===== src/rtl/add_share_arbiter.sv =====
// ---------------------------------------------------------------------------
// add_share_arbiter
//
// Purpose:
//   Lets NREQ independent operand producers take turns on one W-bit adder.
//   A round-robin arbiter picks one requester and captures its operands.
//   The add then runs over a fixed LAT-cycle execute window. The sum, carry
//   and owning requester ID come back on a valid/ready result port. Only one
//   operation is ever in flight. Every output comes straight from a flop.
//
// Ports:
//   clk        rising-edge clock
//   rst        asynchronous, active-high reset
//   req        per-requester request level (bit i = requester i)
//   a_in/b_in  packed operands, requester i uses bits [i*W +: W]
//   gnt        one-hot, one-cycle pulse: that requester's operands were taken
//   busy       high while an operation is executing or its result is pending
//   res_valid  result available
//   res_ready  consumer accepts the result
//   res_data   (A+B) mod 2^W
//   res_carry  carry out of bit W-1
//   res_id     index of the requester that owns the result
// ---------------------------------------------------------------------------
module add_share_arbiter #(
   parameter int W    = 16,
   parameter int NREQ = 4,
   parameter int IDW  = 2,
   parameter int LAT  = 2
) (
   input  logic              clk,
   input  logic              rst,
   input  logic [NREQ-1:0]   req,
   input  logic [NREQ*W-1:0] a_in,
   input  logic [NREQ*W-1:0] b_in,
   output logic [NREQ-1:0]   gnt,
   output logic              busy,
   output logic              res_valid,
   input  logic              res_ready,
   output logic [W-1:0]      res_data,
   output logic              res_carry,
   output logic [IDW-1:0]    res_id
);

   // The execute counter only has to hold LAT-1.
   localparam int CW = (LAT > 1) ? $clog2(LAT) : 1;

   typedef enum logic [1:0] {
      IDLE = 2'd0,
      EXEC = 2'd1,
      RESP = 2'd2
   } state_t;

   state_t          state, state_nxt;
   logic [IDW-1:0]  ptr, ptr_nxt;
   logic [CW-1:0]   cnt, cnt_nxt;
   logic [W-1:0]    op_a, op_a_nxt;
   logic [W-1:0]    op_b, op_b_nxt;
   logic [IDW-1:0]  op_id, op_id_nxt;
   logic [NREQ-1:0] gnt_nxt;
   logic            busy_nxt;
   logic            res_valid_nxt;
   logic [W-1:0]    res_data_nxt;
   logic            res_carry_nxt;
   logic [IDW-1:0]  res_id_nxt;

   logic            win_found;
   logic [IDW-1:0]  win_id;
   logic            grant;
   logic [W:0]      sum;
   logic [W-1:0]    a_arr [NREQ];
   logic [W-1:0]    b_arr [NREQ];

   // Unpack the flat operand buses into per-requester arrays.
   // The winner's operands can then be picked with a plain index.
   for (genvar g = 0; g < NREQ; g++) begin : g_unpack
      assign a_arr[g] = a_in[g*W +: W];
      assign b_arr[g] = b_in[g*W +: W];
   end

   // The shared adder is one bit wider than the operands.
   // Its top bit is the carry out. It only ever sees the latched operands,
   // so changes on a_in/b_in during execution cannot reach the result.
   assign sum = {1'b0, op_a} + {1'b0, op_b};

   // Round-robin search starting at ptr and wrapping modulo NREQ.
   // The first requester found in that order wins.
   always_comb begin
      int idx;
      logic [IDW-1:0] idx_l;
      idx       = 0;
      idx_l     = '0;
      win_found = 1'b0;
      win_id    = '0;
      for (int i = 0; i < NREQ; i++) begin
         idx = int'(ptr) + i;
         if (idx >= NREQ) begin
            idx = idx - NREQ;
         end
         idx_l = IDW'(idx);
         if (!win_found && req[idx_l]) begin
            win_found = 1'b1;
            win_id    = idx_l;
         end
      end
   end

   // Next-state and next-output logic.
   // Arbitration happens in IDLE, and again in RESP on the edge where the
   // consumer takes the result. That second case gives a back-to-back grant
   // without passing through IDLE. The pointer only advances on a grant.
   always_comb begin
      state_nxt     = state;
      ptr_nxt       = ptr;
      cnt_nxt       = cnt;
      op_a_nxt      = op_a;
      op_b_nxt      = op_b;
      op_id_nxt     = op_id;
      gnt_nxt       = '0;
      busy_nxt      = busy;
      res_valid_nxt = res_valid;
      res_data_nxt  = res_data;
      res_carry_nxt = res_carry;
      res_id_nxt    = res_id;
      grant         = 1'b0;

      case (state)
         IDLE: begin
            if (win_found) begin
               grant = 1'b1;
            end
         end
         EXEC: begin
            if (cnt == '0) begin
               res_data_nxt  = sum[W-1:0];
               res_carry_nxt = sum[W];
               res_id_nxt    = op_id;
               res_valid_nxt = 1'b1;
               state_nxt     = RESP;
            end else begin
               cnt_nxt = cnt - 1'b1;
            end
         end
         RESP: begin
            if (res_ready) begin
               res_valid_nxt = 1'b0;
               if (win_found) begin
                  grant = 1'b1;
               end else begin
                  busy_nxt  = 1'b0;
                  state_nxt = IDLE;
               end
            end
         end
         default: begin
            state_nxt = IDLE;
         end
      endcase

      if (grant) begin
         op_a_nxt         = a_arr[win_id];
         op_b_nxt         = b_arr[win_id];
         op_id_nxt        = win_id;
         gnt_nxt[win_id]  = 1'b1;
         busy_nxt         = 1'b1;
         state_nxt        = EXEC;
         cnt_nxt          = CW'(LAT - 1);
         if (int'(win_id) == NREQ - 1) begin
            ptr_nxt = '0;
         end else begin
            ptr_nxt = win_id + 1'b1;
         end
      end
   end

   // State and output registers.
   // Reset throws away any operation in flight, so no result is ever
   // produced for it. It also hands top priority back to requester 0.
   always_ff @(posedge clk or posedge rst) begin
      if (rst) begin
         state     <= IDLE;
         ptr       <= '0;
         cnt       <= '0;
         op_a      <= '0;
         op_b      <= '0;
         op_id     <= '0;
         gnt       <= '0;
         busy      <= 1'b0;
         res_valid <= 1'b0;
         res_data  <= '0;
         res_carry <= 1'b0;
         res_id    <= '0;
      end else begin
         state     <= state_nxt;
         ptr       <= ptr_nxt;
         cnt       <= cnt_nxt;
         op_a      <= op_a_nxt;
         op_b      <= op_b_nxt;
         op_id     <= op_id_nxt;
         gnt       <= gnt_nxt;
         busy      <= busy_nxt;
         res_valid <= res_valid_nxt;
         res_data  <= res_data_nxt;
         res_carry <= res_carry_nxt;
         res_id    <= res_id_nxt;
      end
   end

endmodule


===== config.mk =====
export PLATFORM = sky130hd
export DESIGN_NAME = add_share_arbiter
export DESIGN_NICKNAME = d
export VERILOG_FILES = /design/src/rtl/add_share_arbiter.sv
export SDC_FILE = /design/constraint.sdc
export NUM_CORES = 1
export LEC_CHECK = 0
export ABC_AREA = 1
export ABC_CLOCK_PERIOD_IN_PS = 3250
export CORE_MARGIN = 4
export CORE_UTILIZATION = 40
export DETAILED_ROUTE_END_ITERATION = 7
export GPL_TIMING_DRIVEN = 0
export PLACE_DENSITY_LB_ADDON = 0.08
export SKIP_CTS_REPAIR_TIMING = 1
export SLEW_MARGIN = 10
export SYNTH_ARGS = -nofsm -noshare
export SYNTH_HDL_FRONTEND = slang
export SYNTH_SLANG_ARGS = --single-unit

===== constraint.sdc =====
create_clock -name clk -period 3.25 [get_ports clk]
set_input_delay 0.65 -clock clk [delete_from_list [all_inputs] [get_ports clk]]
set_output_delay 0.65 -clock clk [all_outputs]
set_load 0.03 [all_outputs]

Word level (Yosys, flattened, before mapping)

Cells that the tools add are included.

Add/sub/neg operators: 10
Magnitude comparators: 11
Eq/ne operators: 10
Muxes and demuxes: 48
Bitwise gates (word level): 2
Reductions and logical operators: 16

Operators by type and width:

| kind                  | count |
|---|---|
| $bmux W16 S2          | 2 |
| $mux W16              | 4 |
| $mux W2               | 13 |
| $mux W1               | 20 |
| $add A16 B16 Y17      | 1 |
| $lt A2 B3 Y1 const B  | 5 |
| $ge A3 B3 Y1 const B  | 4 |
| $ne A3 B3 Y1 const B  | 3 |
| $bmux W1 S2           | 4 |
| $reduce_bool A2 Y1    | 4 |
| $sub A2 B1 Y2 const B | 4 |
| $add A2 B2 Y3 const B | 2 |
| $ne A2 B2 Y1 const B  | 3 |
| $pmux W2 S3           | 1 |
| $reduce_and A3 Y1     | 2 |
| $eq A2 B1 Y1 const B  | 2 |
| $logic_and A1 B1 Y1   | 4 |
| $mux W4               | 1 |
| $pmux W1 S2           | 2 |
| $reduce_and A4 Y1     | 1 |
| $add A2 B1 Y3 const B | 1 |
| $ge A2 B3 Y1 const B  | 1 |
| $logic_not A1 Y1      | 3 |
| $not A2 Y3            | 1 |
| 9 further kinds       | 9 |

Bits in registers: 64
Input port bits: 135

Logic depth before layout (Yosys ltp)

Depth in word-level cells: 19
Depth in mapped cells: 16
Gate-level depth less buffers: 14

Worst setup path before layout

Ideal clock, no wire load.

Path kind: input-to-reg
Start: input req[3]
End: register ptr[1]
Arrival time: 1.871 ns
Setup slack: 1.252 ns
Stages: 12
Path buffers: 1
Cell sequence: inv_1 > nand2_1 > nand3_1 > nand2_2 > nor2_4 > nand3_1 > nand2_1 > nand2_2 > buf_2 > ha_1 > nand2_1 > o21ai_0

Cells in the longest elaborated chain, start to end: 15
Elaborated cells between the ends (all ways): 28
Those cells by class: add/sub (1); eq/ne (1); mux (20); reduce/logical (6)

Ends and longest elaborated chain:

| item                          | line     | source |
|---|---|---|
| from (decl)                   | 32       | `input logic [NREQ-1:0] req,` |
| $bmux W1 S2                   | 100      | `if (!win_found && req[idx_l]) begin` |
| $mux W1 (implied by the code) | 100      |  |
| $mux W1                       | 100      |  |
| $logic_not A1 Y1              | 100      |  |
| $logic_and A1 B1 Y1           | 100      |  |
| $mux W1                       | 100      |  |
| $logic_not A1 Y1              | 100      |  |
| $logic_and A1 B1 Y1           | 100      |  |
| $mux W1                       | 100      |  |
| $logic_not A1 Y1              | 100      |  |
| $logic_and A1 B1 Y1           | 100      |  |
| $mux W1                       | 100      |  |
| $mux W1                       | 128, 146 |  |
| $mux W1                       | 144      | `if (res_ready) begin` |
| $pmux W1 S2                   | 126      | `case (state)` |
| to (signal assigned)          | 194      | `ptr <= ptr_nxt;` |
| to (decl)                     | 54       | `logic [IDW-1:0] ptr, ptr_nxt;` |

Several ways; a longest one is shown, not always the timed one. The select of a mux whose other input is x is not followed.
A chain may end at the register's enable or synchronous reset.

Worst setup path after layout

Start: input req[3]
End: register op_a[10]

Cells in the longest elaborated chain, start to end: 16
Elaborated cells between the ends (all ways): 29
Those cells by class: mux (22); bitwise (1); reduce/logical (6)

Ends and longest elaborated chain:

| item                                        | line | source |
|---|---|---|
| $bmux W1 S2                                 | 100  |  |
| $mux W1 (implied by the code)               | 100  |  |
| $mux W1                                     | 100  |  |
| $logic_not A1 Y1                            | 100  |  |
| $logic_and A1 B1 Y1                         | 100  |  |
| $mux W1                                     | 100  |  |
| $logic_not A1 Y1                            | 100  |  |
| $logic_and A1 B1 Y1                         | 100  |  |
| $mux W1                                     | 100  |  |
| $logic_not A1 Y1                            | 100  |  |
| $logic_and A1 B1 Y1                         | 100  |  |
| $mux W2                                     | 100  |  |
| $not A2 Y3 (implied by the code)            | 160  | `op_a_nxt = a_arr[win_id];` |
| $bmux W16 S2                                | 160  |  |
| $mux W16 (implied by the code) (2 in a row) | 160  |  |
| to (signal assigned)                        | 196  | `op_a <= op_a_nxt;` |
| to (decl)                                   | 56   | `logic [W-1:0] op_a, op_a_nxt;` |

Several ways; a longest one is shown, not always the timed one. The select of a mux whose other input is x is not followed.

==> metrics.md <==
| Metric | Value |
|---|---|
| Outcome | `finished clean` |
| IO Port Bufs | `159` |
| Largest family of logic cells by synthesized area | `simple AND/OR/NAND/NOR gates` |
| CTS tree | `built` |
| Fin Setup TNS | `0 ns` |
| Wire length per cell | `13.0 microns` |
| Worst EP arrival | `2.73 ns` |
| Number of global-route vias before repair | `5259` |
| Post-DP Area | `6860 sq um` |
| CP max FO | `10` |
| Worst-Skew Late Latency | `0.32 ns` |
| H-Tree Depth | `3` |
| Hold Path Class | `reg2reg` |
| Final slew viol count | `0` |
| Post-route DRC violation count | `0` |
| Mapped Area | `5060 sq um` |
| Synth-to-layout area growth | `41.0%` |
| Synth Area in Simple Gates | `40.6%` |
| Die span in y | `120 microns` |
| WS Path Type | `in2reg` |
| Initial antenna violation count | `0` |
| DP HPWL | `12.4 mm` |
| First-pass GRT wire length | `25.1 mm` |
| Tcrit/Tclk final | `77.5%` |
| Critical path required time | `3.46 ns` |
| Final #Nets | `1148` |
| CP max stage cell | `clkdlybuf4s50_1` |
| Post-synthesis compound-gate area fraction | `5.39%` |
| Largest net degree at the start of global routing | `65` |
| Boundary Pins | `160` |
| DRT Wirelength | `15.2 mm` |
| Cell area after layout | `7130 sq um` |
| Sink Count | `64` |
| Ant diodes | `0` |
| Vias | `5386` |
| Delay-heaviest family, CP | `simple AND/OR/NAND/NOR gates` |
| Critical path startpoint category | `primary input` |
| Post-Syn Instances | `822` |
| Synth Register Bits | `64` |
| Tmin final | `2.52 ns` |
| Cts bufs inserted | `9` |
| Pwr per Cell Area | `1180 nW/um^2` |
| Total GRT Usage | `21.5%` |
| DIE WIDTH | `120 microns` |
| Sequential fraction of the synthesis area | `31.7%` |
| Grt total ovfl | `0` |
| Root Buffer | `clkbuf_16` |
| Syn Area/Cell | `6.15 sq um` |
| First drt pass iteration count | `4` |
| Critical path buffer and inverter count | `3` |
| Synth Area in XOR/XNOR | `0.866%` |
| Clock buffer depth | `2` |
| Clk slew on worst S/H paths | `0.05 ns` |
| Core outline area | `12200 sq um` |
| RSZ-0062 raised after global routing | `false` |
| Die Footprint | `14500 sq um` |
| Initial Util | `41.4%` |
| Critical path's largest stage delay | `0.48 ns` |
| Max Cap Violations | `0` |
| Crit path capture type | `flip-flop` |
| Starting DRC count in detailed routing | `284` |
| Post-DRT Antenna Nets | `0` |
| Final RePlAce weighted congestion | `0.877` |
| Maximum vdd drop | `0.564 mV` |
| Syn nets | `978` |
| Critical Path, Cell by Cell | `clkdlybuf4s50_1, inv_1, nand2_1, nand3_1, nand2_2, nor2_1, nor2_1, nand2_1, nand2_2, clkbuf_1, nand2_1, nand3_1, nand2_1, nand2_1, nand2_1` |
| Mux cell area share after synthesis | `0%` |
| Distinct cells, synth | `28` |
| CP dominant cell by count | `nand2_1` |
| FMAX | `397 MHz` |
| Final setup violating endpoints | `0` |
| Clk_skew | `0.00792 ns` |
| Row cnt | `40` |
| Vias/cell | `4.62` |
| Slew HR | `48.0%` |
| Layout cell share with drive strength beyond 1 | `5.42%` |
| Worst slew pin tran | `0.780 ns` |
| Adder-cell share of the synthesized area | `5.35%` |
| Leak | `3.96 nW` |
| Endpoints failing hold | `0` |
| YS warnings | `0` |
==> power breakdown <==
part	internal, mW	switching, mW	total (mW)
clock network	0.534	0.324	0.858
registers	1.22	0.243	1.46
logic	2.21	3.87	6.09
==> layout by cell type (no fill, tap or decap) <==
master / Yosys / layout
nand3b_1: 3 / 3
buf_2: 18 / 18
o21a_1: 2 / 2
or2_2: 2 / 2
ha_1: 20 / 20
xnor2_1: 3 / 3
clkinv_2: 0 / 2
clkbuf_8: 0 / 1
nand2_1: 297 / 297
o21bai_1: 1 / 1
clkdlybuf4s50_1: 0 / 159
a21o_1: 1 / 1
buf_6: 3 / 3
nor2_1: 20 / 20
inv_4: 0 / 1
xor2_1: 2 / 2
clkbuf_1: 9 / 12
inv_1: 155 / 154
fa_1: 1 / 1
nand2_2: 3 / 3
clkinvlp_4: 0 / 1
dfrtp_1: 64 / 64
buf_4: 8 / 8
nor2_4: 2 / 2
a21oi_1: 19 / 19
o211ai_2: 1 / 1
clkbuf_16: 0 / 9
inv_2: 3 / 3
o21ai_0: 26 / 26
nor3_1: 1 / 1
buf_1: 1 / 1
nand4_1: 1 / 1
o21ai_1: 1 / 1
nand3_1: 155 / 155
==> stage by stage <==
step	hold WS [ns]	worst slack, ns	std cells	utilization (%)	power (mW)
after detailed placement	0.458	0.376	1149	56.2	7.57
after CTS	0.471	0.712	1165	58.4	8.46
after floorplan	0.450	1.00	822	-	5.77
after global placement	0.455	-0.0873	1149	56.2	7.49
final	0.468	0.732	1165	58.4	8.41
after global routing	0.493	0.525	1165	58.4	9.39
==> synthesized netlist by cell type (all sizes together) <==
cell / instances / share of area (%)
fa: 1 / 0.40
nand4: 1 / 0.12
dfrtp: 64 / 32
o21a: 2 / 0.30
nor2: 22 / 1.9
clkbuf: 9 / 0.67
or2: 2 / 0.25
o21bai: 1 / 0.15
nand3b: 3 / 0.45
nor3: 1 / 0.099
a21oi: 19 / 1.9
xor2: 2 / 0.35
o211ai: 1 / 0.25
nand3: 155 / 15
inv: 158 / 12
a21o: 1 / 0.15
nand2: 300 / 22
ha: 20 / 4.9
o21ai: 27 / 2.7
buf: 30 / 3.7
xnor2: 3 / 0.52
==> routing by layer <==
| metal | vias to the layer above | GRT usage, % | routed length, microns |
|---|---|---|---|
| met3 | 15 | 5.75 | 1130 |
| met2 | 134 | 35.0 | 7010 |
| li1 | 2869 | - | - |
| met4 | 0 | 6.09 | 248 |
| met1 | 2368 | 28.2 | 6770 |
| met5 | - | 0 | 0 |
==> worst paths after layout <==
path,slack [ns],cells after the start,from,endpoint
worst min register to register,0.47,2,res_data[1]$_DFFE_PP0P_,res_data[1]$_DFFE_PP0P_
max in group asynchronous,1.90,2,rst,res_data[11]$_DFFE_PP0P_
worst min-delay path,0.47,2,res_data[1]$_DFFE_PP0P_,res_data[1]$_DFFE_PP0P_
worst max register to register,1.01,14,ptr[0]$_DFFE_PP0P_,op_a[10]$_DFFE_PP0P_
worst max-delay path,0.73,15,req[3],op_a[10]$_DFFE_PP0P_
min in group asynchronous,0.82,2,rst,gnt[2]$_DFF_PP0_
==> sequential cells by signal, summed over array words and instances, names as in the netlist <==
register / flops
gnt: 4
busy: 1
ptr: 2
op_b: 16
res_id: 2
res_carry: 1
state: 2
op_a: 16
op_id: 2
res_data: 16
cnt: 1
res_valid: 1
==> area by class of cell <==
class / count / area, sq um
fill: 1282 / 5080
multi-input combinational: 561 / 2640
sequential: 64 / 1600
timing repair buffer: 159 / 1590
inverter: 158 / 596
clock buffer: 13 / 250
buffer: 39 / 221
tap: 168 / 210
clock inverter: 3 / 17.5
==> worst reg2reg max path, stage by stage (launching register included) <==
cell and delay (ns):
dfrtp_1 0.39, buf_4 0.18, nand2_1 0.09, nand3_1 0.11
nand2_2 0.13, nor2_1 0.05, nor2_1 0.08, nand2_1 0.09
nand2_2 0.13, clkbuf_1 0.40, nand2_1 0.19, nand3_1 0.11
nand2_1 0.07, nand2_1 0.08, nand2_1 0.05
==> logic make-up after synthesis <==
kind of cell | after synthesis
AND/OR/NAND/NOR | 484
buffers and inverters | 197
flip-flops | 64
AO/OA/AOI/OAI | 51
adder cells (fa/ha/maj) | 21
XOR/XNOR | 5
No activity file was read; power rests on OpenSTA's default activity.
